File: src/rtl/imem_pkg.sv
// Shared types and constants for the instruction-memory load/fetch controller.
// The word constants describe what the attached memory returns for unwritten and out-of-range words.
package imem_pkg;

  localparam int MEM_SIZE_DEF = 1024;
  localparam int DATA_W_DEF   = 32;
  localparam int ADDR_W_DEF   = 32;

  localparam logic [31:0] DEFAULT_WORD = 32'h0BADCAFE;
  localparam logic [31:0] OOB_WORD     = 32'hDEADBEEF;

  typedef enum logic [1:0] {
    IDLE = 2'd0,
    LOAD = 2'd1,
    RUN  = 2'd2
  } state_t;

endpackage

File: src/rtl/imem_load_ctrl.sv
// Arbiter for the instruction memory's single port: streams a program image in during LOAD,
// otherwise forwards fetch PCs and flags the registered read data as valid one cycle later.
module imem_load_ctrl
  import imem_pkg::*;
#(
  parameter int MEM_SIZE = MEM_SIZE_DEF,
  parameter int DATA_W   = DATA_W_DEF,
  parameter int ADDR_W   = ADDR_W_DEF
) (
  input  logic              clk,
  input  logic              reset,
  input  logic              load_start,
  input  logic [ADDR_W-1:0] load_base,
  input  logic [ADDR_W-1:0] load_len,
  input  logic              s_valid,
  input  logic [DATA_W-1:0] s_data,
  output logic              s_ready,
  output logic              load_busy,
  output logic              load_done,
  output logic              load_err,
  input  logic              fetch_req,
  input  logic [ADDR_W-1:0] fetch_pc,
  output logic              fetch_stall,
  output logic              fetch_valid,
  output logic [DATA_W-1:0] fetch_instr,
  output logic [ADDR_W-1:0] mem_addr,
  output logic [DATA_W-1:0] mem_wdata,
  output logic              mem_we,
  input  logic [DATA_W-1:0] mem_rdata
);

  localparam logic [ADDR_W:0] MEM_LIMIT = (ADDR_W+1)'(MEM_SIZE);

  state_t            state_reg, state_next;
  logic [ADDR_W-1:0] base_reg, base_next;
  logic [ADDR_W-1:0] len_reg, len_next;
  logic [ADDR_W-1:0] idx_reg, idx_next;
  logic              done_reg, done_next;
  logic              err_reg, err_next;
  logic              fvalid_reg;
  logic              fetch_accept;

  logic [ADDR_W:0]   load_end;
  logic              range_bad;
  logic              len_zero;
  logic [ADDR_W-1:0] idx_inc;

  // One extra bit so base+len cannot wrap past the memory limit.
  assign load_end  = {1'b0, load_base} + {1'b0, load_len};
  assign range_bad = load_end > MEM_LIMIT;
  assign len_zero  = (load_len == '0);
  assign idx_inc   = idx_reg + ADDR_W'(1);

  always_ff @(posedge clk or posedge reset) begin
    if (reset) begin
      state_reg  <= IDLE;
      base_reg   <= '0;
      len_reg    <= '0;
      idx_reg    <= '0;
      done_reg   <= 1'b0;
      err_reg    <= 1'b0;
      fvalid_reg <= 1'b0;
    end else begin
      state_reg  <= state_next;
      base_reg   <= base_next;
      len_reg    <= len_next;
      idx_reg    <= idx_next;
      done_reg   <= done_next;
      err_reg    <= err_next;
      fvalid_reg <= fetch_accept;
    end
  end

  always_comb begin
    state_next   = state_reg;
    base_next    = base_reg;
    len_next     = len_reg;
    idx_next     = idx_reg;
    done_next    = 1'b0;
    err_next     = err_reg;
    s_ready      = 1'b0;
    mem_we       = 1'b0;
    mem_addr     = '0;
    mem_wdata    = '0;
    fetch_stall  = 1'b0;
    fetch_accept = 1'b0;

    case (state_reg)
      IDLE, RUN: begin
        if (load_start) begin
          // A colliding fetch loses; the fetch unit holds its request.
          fetch_stall = fetch_req;
          if (len_zero) begin
            done_next  = 1'b1;
            err_next   = 1'b0;
            state_next = RUN;
          end else if (range_bad) begin
            err_next = 1'b1;
          end else begin
            base_next  = load_base;
            len_next   = load_len;
            idx_next   = '0;
            err_next   = 1'b0;
            state_next = LOAD;
          end
        end else if (fetch_req) begin
          fetch_accept = 1'b1;
          mem_addr     = fetch_pc;
        end
      end

      LOAD: begin
        s_ready     = 1'b1;
        fetch_stall = fetch_req;
        mem_addr    = base_reg + idx_reg;
        if (s_valid) begin
          mem_we    = 1'b1;
          mem_wdata = s_data;
          idx_next  = idx_inc;
          if (idx_inc == len_reg) begin
            state_next = RUN;
            done_next  = 1'b1;
          end
        end
      end

      default: state_next = IDLE;
    endcase
  end

  assign load_busy   = (state_reg == LOAD);
  assign load_done   = done_reg;
  assign load_err    = err_reg;
  assign fetch_valid = fvalid_reg;
  assign fetch_instr = mem_rdata;

endmodule

File: config.mk
export PLATFORM = sky130hd
export DESIGN_NAME = imem_load_ctrl
export DESIGN_NICKNAME = d
export VERILOG_FILES = /design/src/rtl/imem_pkg.sv /design/src/rtl/imem_load_ctrl.sv
export SDC_FILE = /design/constraint.sdc
export NUM_CORES = 1
export LEC_CHECK = 0
export BUFFER_PORTS_ARGS = -buffer_cell sky130_fd_sc_hd__clkbuf_2
export CAP_MARGIN = 25
export CORE_ASPECT_RATIO = 0.7
export CORE_MARGIN = 5
export CORE_UTILIZATION = 54
export CTS_CLUSTER_DIAMETER = 50
export CTS_CLUSTER_SIZE = 8
export DETAILED_ROUTE_END_ITERATION = 8
export PLACE_DENSITY = 0.86
export SETUP_SLACK_MARGIN = 0.1
export SYNTH_ARGS = -nofsm -noshare
export SYNTH_HDL_FRONTEND = slang
export SYNTH_SLANG_ARGS = --single-unit
File: constraint.sdc
create_clock -name clk -period 3.9 [get_ports clk]
set_input_delay 0.585 -clock clk [delete_from_list [all_inputs] [get_ports clk]]
set_output_delay 0.585 -clock clk [all_outputs]
set_load 0.03 [all_outputs]
======== Word-level counts from Yosys, hierarchy flattened ========
Cells that the tools add are included.
cells by class
  add/subtract/negate cells ............... 3
  multipliers ............................. 0
  divide/modulo/power cells ............... 0
  magnitude comparators ................... 1
  equality and inequality tests ........... 9
  shift-type cells ........................ 0
  muxes and demuxes ....................... 31
  bitwise operators ....................... 2
  reductions and logical operators ........ 8
operators by type and width
  operator               count
  $mux 32                8
  $pmux 32 s2            2
  $add 32x32->33         1
  $gt 33x11->1 const B   1
  $add 32x1->32 const B  1
  $add 32x32->32         1
  $eq 32x32->1           1
  $logic_not 32->1       1
  $mux 1                 13
  $mux 2                 5
  $ne 2x2->1 const B     4
  $reduce_and 4->1       2
  $reduce_and 5->1       1
  $pmux 1 s2             2
  $pmux 2 s2             1
  $ne 3x3->1 const B     1
  $eq 2x1->1 const B     1
  $eq 2x2->1 const B     1
  $logic_not 2->1        1
  $ne 2x1->1 const B     1
  $not 1->1              2
  $reduce_and 2->1       1
  $reduce_bool 2->1      1
  $reduce_or 2->1        1
word-level totals
  register bits ........................... 101
  latch bits .............................. 0
  RAM bits ................................ 0
  bits in read-only memories .............. 0
  input port bits ......................... 165
  output and inout bits ................... 103
  logic and storage cells ................. 61
  memories kept ........................... 0

======== Logic depth before layout (Yosys ltp) ========
  depth after elaboration ................. 6
  gate-level depth with buffers ........... 15

======== Least setup slack after synthesis ========
Ideal clock, no wire load.
  path kind ............................... register to output
  from .................................... register idx_reg[0]
  to ...................................... output mem_addr[30]
  arrival ................................. 3,621 ps
  required time ........................... 3,315 ps
  path slack .............................. -306 ps
  cell stages (with the launch flop) ...... 14
  path buffers ............................ 0
  cell sequence ........................... dfrtp_1 -> ha_1 -> fa_1 -> a211oi_1 -> o21ai_0 -> a211oi_1 -> o41a_1 -> o21ai_0 -> a21oi_1 -> o21ai_0 -> a41oi_1 -> a21boi_0 -> xnor2_1 -> o21ai_0
on the way
  cells in the longest elaborated chain, start to end .. 2
ends and longest elaborated chain
  item                    line                   text
  start, declared         imem_load_ctrl.sv:37   logic [ADDR_W-1:0] idx_reg, idx_next;
  start signal, assigned  imem_load_ctrl.sv:67   idx_reg <= idx_next;
  $add 32x32->32          imem_load_ctrl.sv:115  mem_addr = base_reg + idx_reg;
  $pmux 32 s2             imem_load_ctrl.sv:88   case (state_reg)
  end, declared           imem_load_ctrl.sv:26   output logic [ADDR_W-1:0] mem_addr,
No other way between the ends.

======== Final worst setup path ========
  from .................................... register base_reg[0]
  to ...................................... output mem_addr[31]
on the way
  cells in the longest elaborated chain, start to end .. 2
ends and longest elaborated chain
  item                    line                   text
  start, declared         imem_load_ctrl.sv:35   logic [ADDR_W-1:0] base_reg, base_next;
  start signal, assigned  imem_load_ctrl.sv:65   base_reg <= base_next;
  $add 32x32->32          imem_load_ctrl.sv:115
  $pmux 32 s2             imem_load_ctrl.sv:88
No other way between the ends.

==> key figures <==
Cells and area
  – Utilization after layout: 73.25%
  – Fillers: 1248
  – Share of layout cells above drive strength 1: 38.83%
  – Final nets: 1610
  – Most common cell after layout, fill and taps aside: clkbuf_2
  – Finished Layout Cells: 1614
  – ANT cells: 0
  – Area Growth Syn to Fin: 32.39%
  – Most frequent cells in the layout: clkbuf_2, buf_4, nand2_1

Global route
  – First-pass GRT wire length: 51740 µm
  – Met3 global-route usage: 6.806%
  – Vias in the first global route: 9398
  – Met1 usage: 46.66%
  – Overall routing resource usage: 31.82%
  – Largest net degree at the start of global routing: 41
  – Top Usage Layer GRT: met2
  – Initial antenna violation count: 0
  – Met2 GRT Util: 47.68%
  – GR Overflow Total: 0

Clock network
  – Clk pin slew, worst setup/hold paths: 80 ps
  – CTS tree: yes
  – Clk_lat worst skew: 350 ps
  – CTS Buf Count: 9
  – Bufs on Longest Clock Path: 2
  – Root Driver: clkbuf_16
  – H-tree depth: 3
  – CTS sink cnt: 101

Synthesis
  – Synthesized area: 9553 µm²
  – Mapped Nets: 1331
  – EDFF count, synth: 0
  – Synth Flop Type: dfrtp_1
  – Seq/Total Area, Yosys: 26.46%
  – Syn Area/Cell: 8.684 µm²
  – Syn. warnings: 0
  – Post-Syn Instances: 1100
  – Count of different cell masters after synthesis: 69
  – Async SR Flop Fraction: 100.0%
  – Seq cells post-synth: 101

Worst hold path
  – Hold Path Class: in2async

Place
  – Placed Instances: 1570
  – Count of input and output buffers: 203
  – Post-DP HPWL: 25560 µm
  – GP Congestion: 0.9615

Run status
  – Status: finished with violations
  – Failing checks: setup timing

Floorplanning
  – Core Box Area: 17270 µm²
  – Full die area: 20490 µm²
  – Initial core utilization: 55.33%
  – Die Y: 121.3 µm
  – # IOs: 268
  – Row count: 40
  – Die Wd: 169.0 µm

Route
  – Pre-antenna DRT Iters: 8
  – Post-DRT Antenna Nets: 0
  – DRT Wirelength: 34690 µm
  – Wire per inst: 21.49 µm
  – Post-detailed-route via-to-cell ratio: 6.248
  – Detailed-route DRC error count: 0
  – Vias: 10084
  – Iter 0 DRT Violations: 1035

Timing
  – Max Fclk: 248.8 MHz
  – Final Hold Viols: 0
  – Minimum clock period: 4020 ps
  – Max-slew headroom: 53.40%
  – RSZ-0062 raised after global routing: yes
  – # setup viols final: 44
  – Final period util: 103.1%
  – Final Max Tran Viols: 0
  – Layout Skew: 8.951 ps
  – Min setup slack post-route: -119.8 ps
  – Worst slew pin tran: 692.6 ps

Critical path
  – Crit path kind: reg2out
  – Crit path cell chain: ha_2, buf_4, buf_4, a211oi_2, buf_4, nor4_2, nor2_2, o211ai_1, a311oi_2, o221ai_1, a21oi_2, o21ai_1, a31oi_2, xnor2_1, o21ai_1, buf_4
  – CP peak stage delay: 400 ps
  – WP buf/inv: 4
  – Critical path endpoint category: output pin
  – CP startpoint kind: flip-flop
  – Worst path slowest cell: dfrtp_1
  – CP required: 3310 ps
  – Top delay family on crit path: compound AO/OA/AOI/OAI gates
  – CP Max Fanout: 3
  – Worst EP arrival: 3430 ps
  – Top cell by count, worst path: buf_4

Pwr
  – Total power: 0.003106 W
  – Leakage: 6.203 nW
  – VDD IR max: 0.0001932 V
  – Pwr/cell area: 245.6 nW/µm²

Run
  – Max Cap Viol: 0
## per-stage QoR
step	hold WS [ps]	setup WS (ps)	cell area, µm²	setup TNS [ps]
finish	265.7	-119.8	12650	-2304
global route	306.2	-236.0	12650	-7858
CTS	256.4	-2.837	12190	-3.908
detailed placement	480.1	-349.6	11320	-26740
global placement	489.8	-297.5	11320	-22100
floorplan	481.5	64.93	9580	0
## layer usage
layer	wire length [µm]	share of wire [%]	vias to the layer above
li1	-	-	4619
met1	15190	44	4765
met2	14970	43	622
met3	3539	10	78
met4	988	2.8	0
met5	0	0	-
## final cells by class
class	count	area, µm²	share of cell area [%]
clock inverter	6	46.29	0.3660
inverter	25	96.34	0.7618
multi-input combinational	892	7049	55.74
timing repair buffer	350	2407	19.03
clock buffer	9	225.2	1.781
sequential	101	2534	20.03
tap	231	289.0	2.285
## cell families (layout without fill, tap and decap cells)
group           Yosys count  after routing  share of synthesized area, %
flops                   101            101                         26.46
fa+ha+maj                66             66                         8.802
xor+xnor                 89             89                         8.160
mux                      75             75                         11.20
simple gates            353            355                         18.73
buf+inv                 109            390                         6.208
compound gates          307            307                         20.45
## repair_timing
action / 4_1_cts / 5_1_grt
gates resized for setup: 70 / 86
endpoints found under the setup margin: 74 / 105
hold buffers: 0 / 0
setup buffers: 13 / 8
pin swaps: 22 / 20
gates cloned: 7 / 3
## report_power, final
group	internal, W	total [W]	switching, W	leakage [nW]
Sequential	0.00108	0.00111	0.0000347	1.35
Combinational	0.000480	0.00114	0.000656	4.72
Clock	0.000436	0.000860	0.000424	0.129
Total	0.00199	0.00311	0.00112	6.20
## Yosys cell counts, types with 11 or more instances
library cell / n / area, µm²
inv_1: 25 / 93.84
mux2_4: 63 / 945.9
a31oi_1: 31 / 193.9
dfrtp_1: 101 / 2527
nand4_1: 17 / 106.4
a21o_1: 18 / 135.1
nor4_1: 15 / 93.84
xnor2_1: 60 / 525.5
buf_4: 34 / 255.2
xor2_1: 29 / 254.0
nor2_1: 51 / 191.4
a21oi_1: 79 / 395.4
nand2_1: 105 / 394.1
nor3_1: 28 / 140.1
o21a_1: 14 / 105.1
clkbuf_1: 40 / 150.1
nand3_1: 39 / 195.2
ha_1: 64 / 800.8
and3_1: 47 / 294.0
o211ai_1: 11 / 82.58
o21ai_0: 77 / 385.4
## worst reg2reg max path: stages, from the launching register on
cell and delay, ps:
dfrtp_1 360, buf_4 110, buf_4 140, ha_2 250, nand3_1 120, buf_4 160
nor3_1 290, nand2_1 180, or4_4 550, or3_1 340, a311oi_1 300, a31oi_1 120
nor4_4 340, a32o_2 230, a31o_4 110
## worst paths after layout
check	to	startpoint	slack (ps)	depth (start not counted)
max	mem_addr[31]	base_reg[0]$_DFFE_PP0P_	-120	16
min	base_reg[0]$_DFFE_PP0P_	reset	270	2
max reg2reg	state_reg[1]$_DFFE_PP0P_	idx_reg[0]$_DFFE_PP0P_	240	14
min reg2reg	load_err$_DFFE_PP0P_	load_err$_DFFE_PP0P_	500	2
max in group asynchronous	idx_reg[30]$_DFFE_PP0P_	reset	2810	3
min in group clk	base_reg[28]$_DFFE_PP0P_	load_base[28]	490	2
No activity file was read; power rests on OpenSTA's default activity.
